**src/rtl/fetch_sequencer_pkg.sv**
```systemverilog
// Shared fetch/core definitions: FSM encoding, alignment mask, default boot PC.
package cpu_defs;

    typedef enum logic [1:0] {
        S_BOOT  = 2'd0,
        S_RUN   = 2'd1,
        S_REDIR = 2'd2
    } fetch_state_e;

    localparam logic [31:0] INSTR_ALIGN_MASK = 32'hFFFF_FFFC;
    localparam logic [31:0] DEFAULT_RESET_PC = 32'h0000_0000;

    // Force an address onto a word boundary.
    function automatic logic [31:0] align_addr(input logic [31:0] addr);
        return addr & INSTR_ALIGN_MASK;
    endfunction

endpackage

```
**src/rtl/fetch_sequencer_next_pc_mux.sv**
```systemverilog
// Next-PC selection for the fetch stage (purely combinational).
// Branch (older instr, resolved in EX) beats jump (ID); any redirect beats stall.
module next_pc_mux
    import cpu_defs::*;
(
    input  logic [31:0] pc,
    input  logic        branch_taken,
    input  logic [31:0] branch_target,
    input  logic        jump,
    input  logic [31:0] jump_target,
    input  logic        stall,
    input  logic        imem_ready,
    output logic [31:0] next_pc,
    output logic        redirect,
    output logic [31:0] redirect_target,
    output logic        misalign
);

    logic [31:0] raw_target;

    // Pick the redirect source and align it; flag any dropped low bits.
    always_comb begin
        raw_target      = branch_taken ? branch_target : jump_target;
        redirect        = branch_taken | jump;
        redirect_target = align_addr(raw_target);
        misalign        = redirect & (raw_target[1:0] != 2'b00);
    end

    // PC only moves when imem has completed the current request.
    always_comb begin
        next_pc = pc;
        if (imem_ready) begin
            if (redirect)
                next_pc = redirect_target;
            else if (!stall)
                next_pc = pc + 32'd4;
        end
    end

endmodule

```
**src/rtl/fetch_sequencer.sv**
```systemverilog
// Program counter owner and instruction-fetch sequencer for the 5-stage core.
// Holds imem_addr stable across an unfinished request; a redirect that arrives
// while imem is busy is parked in pend_pc and applied when the request completes.
module fetch_sequencer
    import cpu_defs::*;
#(
    parameter logic [31:0] RESET_PC = DEFAULT_RESET_PC
) (
    input  logic        clk,
    input  logic        rst,
    input  logic        stall,
    input  logic        branch_taken,
    input  logic [31:0] branch_target,
    input  logic        jump,
    input  logic [31:0] jump_target,
    output logic        imem_req,
    output logic [31:0] imem_addr,
    input  logic        imem_ready,
    output logic        if_valid,
    output logic [31:0] pc,
    output logic [31:0] pc_plus_4,
    output logic        flush_if,
    output logic        flush_id,
    output logic        misalign
);

    fetch_state_e state, state_next;
    logic [31:0]  pend_pc, pend_pc_next, pc_next;

    logic [31:0]  mux_next_pc, redirect_target;
    logic         redirect, mux_misalign;

    next_pc_mux u_next_pc_mux (
        .pc              (pc),
        .branch_taken    (branch_taken),
        .branch_target   (branch_target),
        .jump            (jump),
        .jump_target     (jump_target),
        .stall           (stall),
        .imem_ready      (imem_ready),
        .next_pc         (mux_next_pc),
        .redirect        (redirect),
        .redirect_target (redirect_target),
        .misalign        (mux_misalign)
    );

    assign imem_addr = pc;
    assign pc_plus_4 = pc + 32'd4;

    // State, PC and parked redirect target registers.
    always_ff @(posedge clk) begin
        if (rst) begin
            state   <= S_BOOT;
            pc      <= RESET_PC;
            pend_pc <= 32'h0000_0000;
        end else begin
            state   <= state_next;
            pc      <= pc_next;
            pend_pc <= pend_pc_next;
        end
    end

    // Next-state and fetch/flush outputs.
    always_comb begin
        state_next   = state;
        pc_next      = pc;
        pend_pc_next = pend_pc;
        imem_req     = 1'b0;
        if_valid     = 1'b0;
        flush_if     = 1'b0;
        flush_id     = 1'b0;
        misalign     = 1'b0;
        case (state)
            S_BOOT: begin
                // One idle cycle out of reset before the first request.
                state_next = S_RUN;
            end
            S_RUN: begin
                imem_req = 1'b1;
                flush_if = redirect;
                flush_id = branch_taken;
                misalign = mux_misalign;
                if (redirect && !imem_ready) begin
                    pend_pc_next = redirect_target;
                    state_next   = S_REDIR;
                end else begin
                    pc_next = mux_next_pc;
                end
                if_valid = imem_ready & ~redirect & ~stall;
            end
            S_REDIR: begin
                // Everything fetched here is wrong-path; if_valid stays low.
                imem_req = 1'b1;
                flush_if = redirect;
                flush_id = branch_taken;
                misalign = mux_misalign;
                if (redirect)
                    pend_pc_next = redirect_target;
                if (imem_ready) begin
                    // A redirect arriving on the completing cycle is the newest one.
                    pc_next    = redirect ? redirect_target : pend_pc;
                    state_next = S_RUN;
                end
            end
            default: begin
                state_next = S_BOOT;
            end
        endcase
    end

endmodule

```
**config.mk**
```make
export PLATFORM = sky130hd
export DESIGN_NAME = fetch_sequencer
export DESIGN_NICKNAME = d
export VERILOG_FILES = /design/src/rtl/fetch_sequencer_pkg.sv /design/src/rtl/fetch_sequencer_next_pc_mux.sv /design/src/rtl/fetch_sequencer.sv
export SDC_FILE = /design/constraint.sdc
export NUM_CORES = 1
export LEC_CHECK = 0
export CORE_UTILIZATION = 50
export CTS_BUF_LIST = sky130_fd_sc_hd__clkbuf_8
export DETAILED_ROUTE_END_ITERATION = 16
export PLACE_DENSITY = 0.93
export SYNTH_ARGS = -nofsm -noshare
export SYNTH_HDL_FRONTEND = slang
export SYNTH_SLANG_ARGS = --single-unit
```
**constraint.sdc**
```tcl
create_clock -name clk -period 3.95 [get_ports clk]
set_input_delay 0.79 -clock clk [delete_from_list [all_inputs] [get_ports clk]]
set_output_delay 0.79 -clock clk [all_outputs]
set_load 0.1 [all_outputs]
```
-- After elaboration in Yosys (flattened, before gate mapping)
Index checks and enable logic that the tools add are counted.
W data, S select, Z words.
- equality and inequality tests: 7
- reduce and logical (&&, ||, !) cells: 9
- multiplexer cells: 18
- $add $sub $neg: 1
- bitwise operators: 6
- operators with widths (kind ; number):
    $mux W32 ; 8
    $pmux W32 S2 ; 2
    $add A32 B3 Y32 const B ; 1
    $ne A2 B2 Y1 const B ; 4
    $pmux W2 S3 ; 1
    $mux W1 ; 5
    $reduce_and A5 Y1 ; 1
    $mux W2 ; 2
    $reduce_and A2 Y1 ; 2
    $reduce_bool A2 Y1 ; 2
    $and A1 B1 Y1 ; 3
    $ne A3 B3 Y1 const B ; 1
    $eq A2 B1 Y1 const B ; 1
    $eq A2 B2 Y1 const B ; 1
    $logic_not A2 Y1 ; 1
    $not A1 Y1 ; 2
    $reduce_or A2 Y1 ; 1
    $logic_and A1 B1 Y1 ; 1
    $logic_not A1 Y1 ; 1
    $or A1 B1 Y1 ; 1
- bits of input ports: 70
- output and inout port bits: 101
- flip-flop bits (word level): 66
- logic and storage cells: 44

-- Longest topological paths before layout
- word-level depth: 6
- gate-level depth with buffers: 9
- depth with buffers taken out: 7

-- Hierarchy
From an unflattened synthesis, not the netlist that was laid out.
- cell total of the unflattened synthesis: 747
- area, all modules: 5496.5 um^2
- modules (own cells, without submodules) (module ; seq. area each (um^2) ; area an instance (um^2) ; instances ; cells an instance):
    fetch_sequencer ; 1321.3 ; 3911.3 ; 1 ; 499
    next_pc_mux ; 0.0 ; 1585.3 ; 1 ; 248

-- Worst setup path after synthesis
Ideal clock, no wire load.
- path kind: input to output
- start: in branch_taken
- end: out if_valid
- setup slack: -1.217 ns
- stages on the path: 5
- data required time: 3.160 ns
- path buffers: 3
- data arrival time: 4.377 ns
- cell sequence: buf_2 or2_2 clkbuf_1 clkbuf_1 nor4_1
- cells in the longest elaborated chain, start to end: 5
- ends and longest elaborated chain (item ; line ; text):
    start: declaration ; fetch_sequencer.sv:12 ; input logic branch_taken,
    $or A1 B1 Y1 ; fetch_sequencer_next_pc_mux.sv:24 ; redirect = branch_taken | jump;
    $not A1 Y1 ; fetch_sequencer.sv:89 ; if_valid = imem_ready & ~redirect & ~stall;
    $and A1 B1 Y1 (2 in series) ; fetch_sequencer.sv:89 ;
    $mux W1 ; fetch_sequencer.sv:73 ; case (state)
    end: declaration ; fetch_sequencer.sv:19 ; output logic if_valid,
Every way passes these cells.

-- Worst setup path in the final report
- start: reg pc[7], in the netlist imem_addr[7]
- end: out pc_plus_4[31]
- cells in the longest elaborated chain, start to end: 1
- ends and longest elaborated chain (item ; line ; text):
    start: declaration ; fetch_sequencer.sv:20 ; output logic [31:0] pc,
    start signal: assignment ; fetch_sequencer.sv:58 ; pc <= pc_next;
    $add A32 B3 Y32 ; fetch_sequencer.sv:48 ; assign pc_plus_4 = pc + 32'd4;
    end: declaration ; fetch_sequencer.sv:21 ; output logic [31:0] pc_plus_4,
Every way passes these cells.

==> metrics.md <==
| Metric | Value |
|---|---|
| Combinational power share | 0.653 |
| Core region area | between 9000 and 10000 um^2 |
| Yosys reg bits | 66 |
| Cells taking the most area after synthesis | dfxtp_1 (28%), mux2i_1 (6.1%), buf_4 (5.4%) |
| Slew Limit Fails | 0 |
| Count of final hold-check violations | 0 |
| Post-CTS Setup Inserts | 0 |
| Dpl cells | between 800 and 900 |
| Post-synth EDFFs | 0 |
| Initial antenna violation count | 0 |
| Vias per cell | about 6.3 |
| Final setup TNS | 0 ns |
| RSZ-0062 raised after global routing | no |
| Worst-margin pin slew | around 1.1 ns |
| First-pass GRT wire length | 24.31 mm |
| Clock Power Share | 0.119 |
| Design area | approximately 6500 um^2 |
| Port bufs | between 150 and 200 |
| Antenna cell count | 0 |
| Max Cap Viol | 0 |
| Die ar. | a little under 10000 um^2 |
| Area leader, netlist | dfxtp_1 |
| RePlAce Congestion | about 0.93 |
| CP Capture Type | output port |
| Vias | 5274 |
| Nets | about 800 |
| Share of the synthesized area in the top cell type | 0.2795 |
| Hold Path Class | flip-flop to flip-flop |
| Clock slew seen by the registers of the worst setup and hold paths | roughly 0.07 ns |
| Critical path peak fanout | 11 |
| Hold_buf cts | 0 |
| # IOs | about 170 |
| Residual DRC count | 0 |
| Die Wd | 99.23 um |
| Max incr delay on CP | 0.76 ns |
| Post-Place Cell Area | 6366 um^2 |
| Post-synth top cells | nor2_1 (67), dfxtp_1 (66), a21oi_1 (48), nand2_1 (43), buf_4 (34) |
| CP Cell Sequence | nand3_1, nor3_1, nand4_1, xnor2_4, buf_4 |
| GRT overflow | 0 |
| Pin count of the biggest net entering global routing | around 60 |
| Routed wire length | between 15 and 20 mm |
| Worst slew margin | 0.2874 |
| CP max-delay cell | nor3_1 |
| Synthesized Nets | roughly 700 |
| Int Power | roughly 1.9 mW |
| Mapped Area | about 4700 um^2 |
| Most common cell in the netlist | nor2_1 |
| Vias in the first global route | around 5000 |
| # setup viols final | 0 |
| Gr usage total | 0.3098 |
| WP buf/inv | 1 |
| Crit start category | flip-flop |
| # H-tree levels | 3 |
| Pwr per Cell Area | a little over 700 nW/um^2 |
| Net Sw Frac | 0.5880 |
| Total chip power | between 4 and 5 mW |
| Drt first pass iters | 5 |
| Post-DP HPWL | 11.09 mm |
| Final Critical Period | roughly 3.7 ns |
| Row cnt | 35 |
| Fin crit share | 0.9277 |
| Ys async rst share | 0 |
| Initial Utilization | 0.5140 |
| CTS tree | done |
| Critical Path RT | 3.16 ns |
| P_sw | about 2.7 mW |
| Setup skew after layout | between 0.01 and 0.015 ns |
| Clock latency on the worst-skew pair | around 0.35 ns |
| Critical path class | flip-flop to output port |
| Status | finished clean |
| Leakage | 2.528 nW |
| Synth Warn # | 0 |
| Register area share after synthesis | 0.2795 |
| Primary FF master, synth | dfxtp_1 |
| Max clock buf depth | 2 |
| Flop pwr share | 0.228 |
| Post-route ant nets | 0 |
| Fmax | 272.9 MHz |
| Mapped Cells | 621 |
| Iter 0 DRT Violations | ~430 |
| Clk sinks | between 60 and 70 |
| Average wire per cell in the routed design | about 18 um |
| Post-Layout Cell Count | 841 |
| Num CTS Buffers | 9 |
| Peak supply drop | ~0.46 mV |
| Distinct cells, synth | 63 |
| Cts repair resizes | 0 |
| Hold slack final | ~0.48 ns |
| Synth Area per Inst | 7.612 um^2 |
| Die height | between 90 and 100 um |
| Worst path top cell family by delay | simple AND/OR/NAND/NOR gates |
| Syn-to-layout area delta | 38.33% |
| Layout cells sized above 1 | 0.1425 |
| Crit path DAT | between 2 and 3 ns |
| CTS root buf | clkbuf_8 |
cell usage in the layout, fill, tap and decap left out, types with 4 or more instances in the layout:
cell             synthesis  layout
mux2i_1                 29      29
o21ai_0                 32      32
buf_12                   0       6
ha_1                     5       4
nand3_1                 18      18
nand4_1                  9       9
or3_1                    4       4
xnor2_2                  0       8
o22ai_1                  8       8
a211oi_1                30      30
a31oi_1                  9       9
nand2b_1                11      11
clkbuf_8                 0       9
nor4_1                   9       8
nand2_1                 43      43
nor3_1                   6       6
dfxtp_2                  0       4
a2bb2oi_1                4       4
dfxtp_1                 66      62
buf_4                   34      36
a21oi_1                 48      48
a311oi_1                 4       4
a221oi_1                16      16
o211ai_1                 5       5
xnor2_1                 17       6
nor2_1                  67      67
xor2_2                   0       7
inv_1                   25      26
and2_1                   6       6
clkdlybuf4s50_1          0     134
layer usage:
layer | vias up | global-route usage | wire length, um
met5 | - | 0 | 0
met4 | 0 | 0.1346 | 326
met3 | 40 | 0.05341 | 1341
met2 | 310 | 0.5112 | 7427
met1 | 2498 | 0.3989 | 6378
li1 | 2426 | - | -
sequential cells by signal, indices dropped and copies added (netlist names):
| signal | flops |
|---|---|
| imem_addr | 32 |
| pend_pc | 32 |
| state | 2 |
final timing paths:
path | endpoint | depth (start not counted) | start | slack, ns
setup / recovery | pc_plus_4[31] | 5 | imem_addr[7] | 0.29
hold reg to reg | imem_addr[1] | 2 | pend_pc[1] | 0.48
setup reg to reg | pend_pc[21] | 8 | state[0] | 1.00
hold / removal | imem_addr[1] | 2 | pend_pc[1] | 0.48
kinds of logic after synthesis:
group,after synthesis,share of synthesized area
mux,29,0.06141
compound gates,189,0.2734
flops,66,0.2795
xor+xnor,27,0.05003
simple gates,194,0.2043
buf+inv,111,0.1181
fa+ha+maj,5,0.01323
tightest hold or removal path: cells and delay by family, from the launching register on:
| family | cells | cell delay, ns |
|---|---|---|
| AND/OR/NAND/NOR | 1 | 0.06 |
| flip-flops | 1 | 0.31 |
| AO/OA/AOI/OAI | 1 | 0.06 |
final cells by class:
type                    count  area, um^2
clock inverters             5       48.80
multi-input cells         444        3053
clock buffers               9       123.9
well taps                 111       138.9
fillers                   722        2658
flip-flops and latches     66        1326
repair buffers            179        1747
inverters                  27       101.3
through the flow:
stage	utilization	setup slack, ns
after floorplan	-	-0.2354
after global routing	0.7110	0.1353
after detailed placement	0.6922	0.6924
after CTS	0.7110	0.3541
after global placement	0.6922	0.7862
final	0.7110	0.2857
power groups by stage:
stage / Clock (mW) / Sequential, mW / Combinational [mW]
after detailed placement: 0 / 1.06 / 2.99
after global routing: 0.580 / 1.08 / 3.13
final: 0.551 / 1.05 / 3.01
after floorplan: 0 / 1.46 / 1.96
after global placement: 0 / 1.04 / 2.96
after CTS: 0.548 / 1.04 / 3.00
Note: power is estimated with default switching activity, not from simulation.
==> patch: new RTL, same flow settings <==
Encoding of `fetch_state_e`: now one-hot (3 bits for 3 states).
--- a/src/rtl/fetch_sequencer_pkg.sv
+++ b/src/rtl/fetch_sequencer_pkg.sv
@@ -3,6 +3,6 @@
 
-    typedef enum logic [1:0] {
-        S_BOOT  = 2'd0,
-        S_RUN   = 2'd1,
-        S_REDIR = 2'd2
+    typedef enum logic [2:0] {
+        S_BOOT  = 3'b001,
+        S_RUN   = 3'b010,
+        S_REDIR = 3'b100
     } fetch_state_e;
Formal check against the unedited RTL: no difference found for any inputs over 10 cycles, from zero or initial values and one cycle with rst high; not proved beyond that.
==> patch against the original RTL <==
  * Routed wire length increased by 1.4%
  * Sequential cell count grew 1
  * Area after synthesis is 0.85% lower
  * First-iteration DRC count down 6.5%
  * Register-to-register slack improved by 0.32 ns
  * Critical endpoint is now pc_plus_4[27]
  * Setup slack improved by 0.13 ns
  * Final area grew 3.0%
Power is not compared: it rests on default switching activity, and its combinational part moved more than twofold at a synthesized area within 25%.
==> patch: results <==
status:
  status: "complete, no violations"
route:
  wl_per_cell_um: 18.6
  drt_iter0_drc: 405
  dr_total_vias: 5289
finish:
  design.seq.count: 67
  buf_share_pct: 28.1
  multi_input_area_share_pct: 45.7
  regArea_um2: 1340
  n_all_buffers: 191
  comb.multi_input.count: 448
  drive_above_1_share_pct: 14.7
  nets: 801
  fill_cells: 643
  clock_tree_area_fraction_pct: 3.58
global_route:
  met2_usage_pct: 51.1
  grt_max_degree: 62
  use_met1_pct: 40.5
  grt_pass1_wl_mm: 24.8
synthesis:
  ys_seq_area_share_pct: 28.6
  synth_common_cells: "67 x dfxtp_1, 64 x nor2_1, 45 x nand2_1, 39 x clkbuf_1, 37 x buf_4"
  synth_mux_area_share_pct: 6.01
  ys_types: 61
  netlist_top_cells_area: "dfxtp_1 29%, buf_4 5.9%, mux2i_1 5.8%, a211oi_1 5.3%, nor2_1 5.1%"
  synth_compound_area_share_pct: 25.1
  synth_xor_area_share_pct: 5.05
setup_path:
  cp_max_fo: 13
  endpoint: "pc_plus_4[27]"
  ff2ff_path_depth: 6
  crit_slowest_cell: "or4_1"
  rr_startpoint: "imem_addr[2]"
  max_stage_delay_ns: 0.74
placed_design:
  gp_congestion: 0.925
  hpwl_mm: 11.5
  pre_cts_ws_ns: 0.858
timing:
  maxSlewHeadroom_pct: 31.8
  hold_ws_ns: 0.488
-- patch: how the worst min path moves through the flow --
stage,start,end,depth (start not counted)
2_1_floorplan,pend_pc[0],imem_addr[0],2
3_3_place_gp,pend_pc[1],pend_pc[1],1
3_5_place_dp,pend_pc[0],pend_pc[0],1
4_1_cts,pend_pc[0],pend_pc[0],1
5_1_grt,pend_pc[0],pend_pc[0],1
6_report,pend_pc[0],pend_pc[0],1
-- patch: per-stage QoR --
stage               std cells  area (um^2)  power [W]  utilization, %
floorplan                 611         4920    0.00120               -
global placement          827         6500    0.00138            73.1
detailed placement        827         6500    0.00139            73.1
CTS                       843         6740    0.00209            75.8
finish                    843         6740    0.00209            75.8
global route              843         6740    0.00216            75.8
-- patch: routing by layer --
layer  up-vias  share of wire, %
met5         -                 0
met4         0               3.8
met3        58               8.4
met2       301                47
met1      2480                41
li1       2450                 -
-- patch: power by group --
part	switching (W)	leakage (nW)	internal, W
clock network	0.000273	0.127	0.000432
registers	0.0000425	0.542	0.000703
logic	0.000434	1.82	0.000206
